==> config.mk <==
export PLATFORM = sky130hd
export DESIGN_NAME = seq_fixed_point_div
export DESIGN_NICKNAME = d
export VERILOG_FILES = /design/src/rtl/seq_fixed_point_div.sv
export SDC_FILE = /design/constraint.sdc
export NUM_CORES = 1
export LEC_CHECK = 0
export BUFFER_PORTS_ARGS = -buffer_cell sky130_fd_sc_hd__buf_4
export CAP_MARGIN = 20
export CORE_ASPECT_RATIO = 0.9
export CORE_MARGIN = 2
export CORE_UTILIZATION = 30
export CTS_CLUSTER_SIZE = 25
export DETAILED_ROUTE_END_ITERATION = 8
export SYNTH_ARGS = -nofsm -noshare
export SYNTH_HDL_FRONTEND = slang
export SYNTH_SLANG_ARGS = --single-unit
export TNS_END_PERCENT = 20
==> constraint.sdc <==
create_clock -name clk -period 3.3 [get_ports clk]
set_input_delay 0.33 -clock clk [delete_from_list [all_inputs] [get_ports clk]]
set_output_delay 0.33 -clock clk [all_outputs]
set_load 0.03 [all_outputs]
==> src/rtl/seq_fixed_point_div.sv <==
`timescale 1ns/1ps
`default_nettype none
// ============================================================================
//  Module      : seq_fixed_point_div
//  Description : Multi-cycle signed fixed-point divider. Restoring division
//                producing one quotient bit per cycle, with valid/ready
//                handshakes on the operand and result sides. Rounding,
//                saturation and flag behaviour follow the combinational
//                divider with the same parameter set.
//  Revision    : 1.0 - initial release
// ============================================================================
module seq_fixed_point_div #(
    parameter int WIIA  = 8,
    parameter int WIFA  = 8,
    parameter int WIIB  = 8,
    parameter int WIFB  = 8,
    parameter int WOI   = 8,
    parameter int WOF   = 8,
    parameter int ROOF  = 1,
    parameter int ROUND = 1
) (
    input  logic                  clk,
    input  logic                  rst,
    input  logic                  i_valid,
    output logic                  i_ready,
    input  logic [WIIA+WIFA-1:0]  dividend,
    input  logic [WIIB+WIFB-1:0]  divisor,
    output logic                  o_valid,
    input  logic                  o_ready,
    output logic [WOI+WOF-1:0]    out,
    output logic                  upflow,
    output logic                  downflow
);

    localparam int c_WA  = WIIA + WIFA;
    localparam int c_WB  = WIIB + WIFB;
    localparam int c_WO  = WOI + WOF;
    // Quotient carries one extra fraction bit so rounding can be applied.
    localparam int c_QW  = c_WO + 1;
    localparam int c_NSH = WOF + 1 + WIFB;
    localparam int c_NW  = c_WA + c_NSH;
    localparam int c_DW  = c_WB + WIFA;
    // Wide enough for both the scaled dividend and divisor * 2^QW.
    localparam int c_RW  = (c_NW > c_DW + c_QW) ? c_NW : (c_DW + c_QW);
    localparam int c_CW  = $clog2(c_QW);

    localparam logic [c_QW-1:0] c_LIM_NEG = c_QW'(1) << (c_WO - 1);
    localparam logic [c_QW-1:0] c_LIM_POS = c_LIM_NEG - c_QW'(1);
    localparam logic [c_WO-1:0] c_SAT_POS = {1'b0, {(c_WO-1){1'b1}}};
    localparam logic [c_WO-1:0] c_SAT_NEG = {1'b1, {(c_WO-1){1'b0}}};

    typedef enum logic [1:0] {
        S_IDLE = 2'd0,
        S_LOAD = 2'd1,
        S_DIV  = 2'd2,
        S_DONE = 2'd3
    } state_t;

    state_t            r_state;
    logic              r_sign;
    logic              r_a_nz;
    logic              r_dz;
    logic              r_ovf;
    logic [c_WA-1:0]   r_abs_a;
    logic [c_WB-1:0]   r_abs_b;
    logic [c_RW-1:0]   r_rem;
    logic [c_RW-1:0]   r_dsh;
    logic [c_QW-1:0]   r_q;
    logic [c_CW-1:0]   r_cnt;
    logic              r_i_ready;
    logic              r_o_valid;
    logic [c_WO-1:0]   r_out;
    logic              r_up;
    logic              r_dn;

    logic [c_WA-1:0]   w_abs_a;
    logic [c_WB-1:0]   w_abs_b;
    logic [c_RW-1:0]   w_n;
    logic [c_RW-1:0]   w_d;
    logic              w_ovf_ld;
    logic              w_ge;
    logic [c_QW-1:0]   w_mag;
    logic [c_WO-1:0]   w_mag_lo;
    logic [c_WO-1:0]   w_sres;
    logic              w_big;
    logic              w_ovf;
    logic [c_WO-1:0]   w_res;
    logic              w_dn;

    assign w_abs_a  = dividend[c_WA-1] ? -dividend : dividend;
    assign w_abs_b  = divisor[c_WB-1]  ? -divisor  : divisor;
    assign w_n      = c_RW'(r_abs_a) << c_NSH;
    assign w_d      = c_RW'(r_abs_b) << WIFA;
    assign w_ovf_ld = (r_abs_b == '0) || (w_n >= (w_d << c_QW));
    assign w_ge     = (r_rem >= r_dsh);

    // (Q+1)>>1 equals (Q>>1) plus the dropped half bit.
    assign w_mag    = (r_q >> 1) + {{(c_QW-1){1'b0}}, ((ROUND != 0) && r_q[0])};
    assign w_mag_lo = w_mag[c_WO-1:0];
    assign w_sres   = r_sign ? -w_mag_lo : w_mag_lo;
    assign w_big    = r_sign ? (w_mag > c_LIM_NEG) : (w_mag > c_LIM_POS);
    assign w_ovf    = r_ovf || w_big;

    // Final result selection; an early overflow never forms a quotient, so
    // wrap mode has no low bits to keep and reports zero.
    always_comb begin
        w_res = w_sres;
        if (w_ovf) begin
            if (ROOF != 0) begin
                w_res = r_sign ? c_SAT_NEG : c_SAT_POS;
            end else if (r_ovf) begin
                w_res = '0;
            end
        end
        w_dn = r_a_nz && !r_dz && !w_ovf && (w_res == '0);
    end

    // Control FSM and restoring-division datapath.
    always_ff @(posedge clk) begin
        if (rst) begin
            r_state   <= S_IDLE;
            r_sign    <= 1'b0;
            r_a_nz    <= 1'b0;
            r_dz      <= 1'b0;
            r_ovf     <= 1'b0;
            r_abs_a   <= '0;
            r_abs_b   <= '0;
            r_rem     <= '0;
            r_dsh     <= '0;
            r_q       <= '0;
            r_cnt     <= '0;
            r_i_ready <= 1'b1;
            r_o_valid <= 1'b0;
            r_out     <= '0;
            r_up      <= 1'b0;
            r_dn      <= 1'b0;
        end else begin
            case (r_state)
                S_IDLE: begin
                    if (i_valid && r_i_ready) begin
                        r_sign    <= dividend[c_WA-1] ^ divisor[c_WB-1];
                        r_abs_a   <= w_abs_a;
                        r_abs_b   <= w_abs_b;
                        r_a_nz    <= (dividend != '0);
                        r_i_ready <= 1'b0;
                        r_state   <= S_LOAD;
                    end
                end
                S_LOAD: begin
                    r_rem   <= w_n;
                    r_dsh   <= w_d << (c_QW - 1);
                    r_q     <= '0;
                    r_dz    <= (r_abs_b == '0);
                    r_ovf   <= w_ovf_ld;
                    r_cnt   <= c_CW'(c_QW - 1);
                    r_state <= w_ovf_ld ? S_DONE : S_DIV;
                end
                S_DIV: begin
                    if (w_ge) begin
                        r_rem <= r_rem - r_dsh;
                    end
                    r_q   <= {r_q[c_QW-2:0], w_ge};
                    r_dsh <= r_dsh >> 1;
                    if (r_cnt == '0) begin
                        r_state <= S_DONE;
                    end else begin
                        r_cnt <= r_cnt - c_CW'(1);
                    end
                end
                S_DONE: begin
                    if (!r_o_valid) begin
                        r_o_valid <= 1'b1;
                        r_out     <= w_res;
                        r_up      <= w_ovf;
                        r_dn      <= w_dn;
                    end else if (o_ready) begin
                        r_o_valid <= 1'b0;
                        r_i_ready <= 1'b1;
                        r_state   <= S_IDLE;
                    end
                end
                default: r_state <= S_IDLE;
            endcase
        end
    end

    assign i_ready  = r_i_ready;
    assign o_valid  = r_o_valid;
    assign out      = r_out;
    assign upflow   = r_up;
    assign downflow = r_dn;

endmodule
`default_nettype wire

==> out/metrics.cfg <==
[min_path]
holdPathEnd=r_abs_b[0]
hold_depth=3
min_from=divisor[0]
min_path_type=input pin to flop

[sta]
clock_skew_ns=0.00988
drv_slew=0
fin_tns_setup_ns=0
min_period_ns=3.19
rsz0062_at_grt=true
max_slew_margin_pct=41.2
tightest_slew_ns=0.882
setup_viol=0
hold_viol_final=0
fin_crit_sh_pct=96.7
max_freq_mhz=313

[clock_tree]
cts_setup_buffers=0
cts_buffers=17
cts-root-buf=clkbuf_16
cts_tree=built
cts.sinks=161
path_clk_slew_ns=0.07
clock_path_buffers=2
cts-htree-levels=4
insertion_delay_ns=0.44
hold_buffers=0

[grt]
grt-ovfl-total=0
first_global_vias=9731
grt_max_degree=70
antenna_found_initial=0
grtUsageTotal_pct=15.8
grt_pass1_wl_um=49300

[synthesis]
synth_area_leaders=dfxtp_1 (30%), ha_1 (6.9%), a21oi_1 (6.3%)
syn-cell-area_mm2=0.0109
synth_area_leader_cell=dfxtp_1
ys_warn_count=0
synth_flop_cell=dfxtp_1
synth-seq-cells=161
synth_edf_count=0
synthCells=1410
synthDistinctLibCells=75
synth_top_area_share_pct=29.7
synth_area_per_cell_um2=7.70
synth.yosys.seq_area_share_pct=29.7
synth.net_count=1507
async_flop_share_pct=0

[die]
rows=66
die_area_mm2=0.0377
io_pins=56
core_mm2=0.0359
dieWidth_um=205
die_h_um=185
start_util_pct=30.2

[layout]
finalNetCount=1559
fillers=3758
areaGrowthSynthToFinish_pct=17.9
antennaDiodeCount=0
final_cell_mix=dfxtp_1 (160), a21oi_1 (133), buf_4 (133)
drive_gt1_share_pct=13.4
layout_commonest_cell=dfxtp_1

[routing]
drtIter0Drc=615
vias=10300
wl_um=29200
drc_errors=0
firstDrtPassIters=5
wl_per_cell_um=15.0
vias_per_cell=5.29
final_antenna_net_count=0

[pwr]
vdd_drop_max_v=0.000505
leakage_nw=4.90
p_per_area_mw_per_mm2=700
power_w=0.00897

[worst_setup_path]
endpoint_kind=flop
ff2ff_path_depth=13
worst-endpoint-required_ns=3.63
cpPeakStageDelay_ns=0.40
crit_path_start_kind=flop
rrSetupSlack_ns=0.11
critPathMostFrequentCell=inv_1
crit_slowest_cell=fa_1
critPathArrivalTime_ns=3.52
path_cells=inv_1, ha_1, inv_1, fa_1, a21o_1, a221oi_2, o41ai_1, a211o_1, a41o_1, a41oi_1, o21ai_0, xor2_1, a22o_1
worstSetupPathType=flop to flop
r2r-end=r_rem[38]
rr_startpoint=r_rem[0]
startpoint=r_rem[0]
path_max_fanout=4

[placed_design]
portBuffers=55
place.gp.congestion=0.872
hpwl_um=20800

[job]
drv_cap=0

[run_status]
status=completed

[logic make-up (layout without fill, tap and decap cells)]
family	after synthesis	in the layout	synth area share, %
AOI/OAI and AO/OA	413	413	24.6
xor gates and xnor gates	84	84	6.84
adders and majority gates	61	61	7.10
buffers and inverters	174	239	6.34
DFF	161	161	29.7
muxes	26	26	2.41
and+or+nand+nor	491	491	23.0
[cell usage after synthesis, types with 6 or more instances]
cell	number
a21oi_1	136
inv_1	72
mux2i_1	25
o211ai_1	6
nor2b_1	11
buf_1	12
o21bai_1	8
nand3_1	62
a31oi_1	20
and4_1	6
buf_2	10
xor2_1	40
dfxtp_1	161
nor2_1	105
a311oi_1	7
o21a_1	8
nand2b_1	49
a221o_1	6
xnor2_1	43
ha_1	60
a21o_1	33
nand4_1	40
or3_1	9
a211oi_1	48
nor3_1	32
and3_1	18
clkbuf_1	76
nand2_1	110
o21ai_0	66
o41ai_1	7
nor4_1	17
o31ai_1	8
[flip-flops by register name, indices dropped and copies added (netlist names), 2 cells and up]
| signal | flops |
|---|---|
| r_rem | 41 |
| r_dsh | 40 |
| r_q | 17 |
| out | 16 |
| r_abs_a | 16 |
| r_abs_b | 16 |
| r_cnt | 5 |
| r_state | 2 |
[final cells by class]
cell class | count | area [um^2] | share of cell area (%)
well taps | 476 | 596 | 4.65
inverters | 72 | 270 | 2.11
repair buffers | 135 | 1030 | 8.04
clock buffers | 17 | 425 | 3.32
clock inverters | 15 | 195 | 1.52
multi-input cells | 1075 | 7060 | 55.2
flip-flops and latches | 161 | 3220 | 25.2
[critical path, delay by kind of cell (launching register included)]
family                     cells  cell delay, ns
AOI/OAI and AO/OA              8            1.97
xor gates and xnor gates       1            0.16
adders and majority gates      2            0.55
buffers and inverters          2            0.10
DFF                            1            0.31
[per-layer routing]
metal | share of wire (%) | track usage, %
met5 | 0 | 0
met4 | 1.1 | 3.77
met3 | 3.6 | 2.58
met2 | 45 | 25.0
met1 | 51 | 22.1
[metrics by stage]
| step | hold WS (ns) | worst slack (ns) | std cells | area, um^2 | utilization [%] |
|---|---|---|---|---|---|
| 3_5_place_dp | 0.451 | 0.0449 | 1919 | 12100 | 33.6 |
| 6_report | 0.177 | 0.109 | 1951 | 12800 | 35.6 |
| 3_3_place_gp | 0.448 | 0.0600 | 1919 | 12100 | 33.6 |
| 2_1_floorplan | 0.436 | 0.195 | 1410 | 10900 | - |
| 4_1_cts | 0.156 | 0.0225 | 1951 | 12700 | 35.4 |
| 5_1_grt | 0.167 | -0.0469 | 1951 | 12800 | 35.6 |
[report_power, final]
group,leakage [nW],internal (W),total (W),switching (W)
logic,3.29,0.00185,0.00437,0.00252
clock network,0.303,0.00122,0.00213,0.000913
registers,1.31,0.00223,0.00246,0.000237
total,4.90,0.00529,0.00897,0.00367
[worst max path at each step]
stage          slack [ns]        end  cells past startpoint
2_1_floorplan        0.20  r_rem[38]                     13
3_3_place_gp         0.06  r_rem[20]                     14
3_5_place_dp         0.04  r_rem[38]                     13
4_1_cts              0.02  r_rem[38]                     13
5_1_grt             -0.05  r_rem[38]                     13
6_report             0.11  r_rem[38]                     13
[timing repair]
action                                  in CTS  in global routing
gates resized for setup                      0                 23
hold endpoints to repair                     0                  0
endpoints found under the setup margin       0                 43
(Power assumes the default switching activity.)
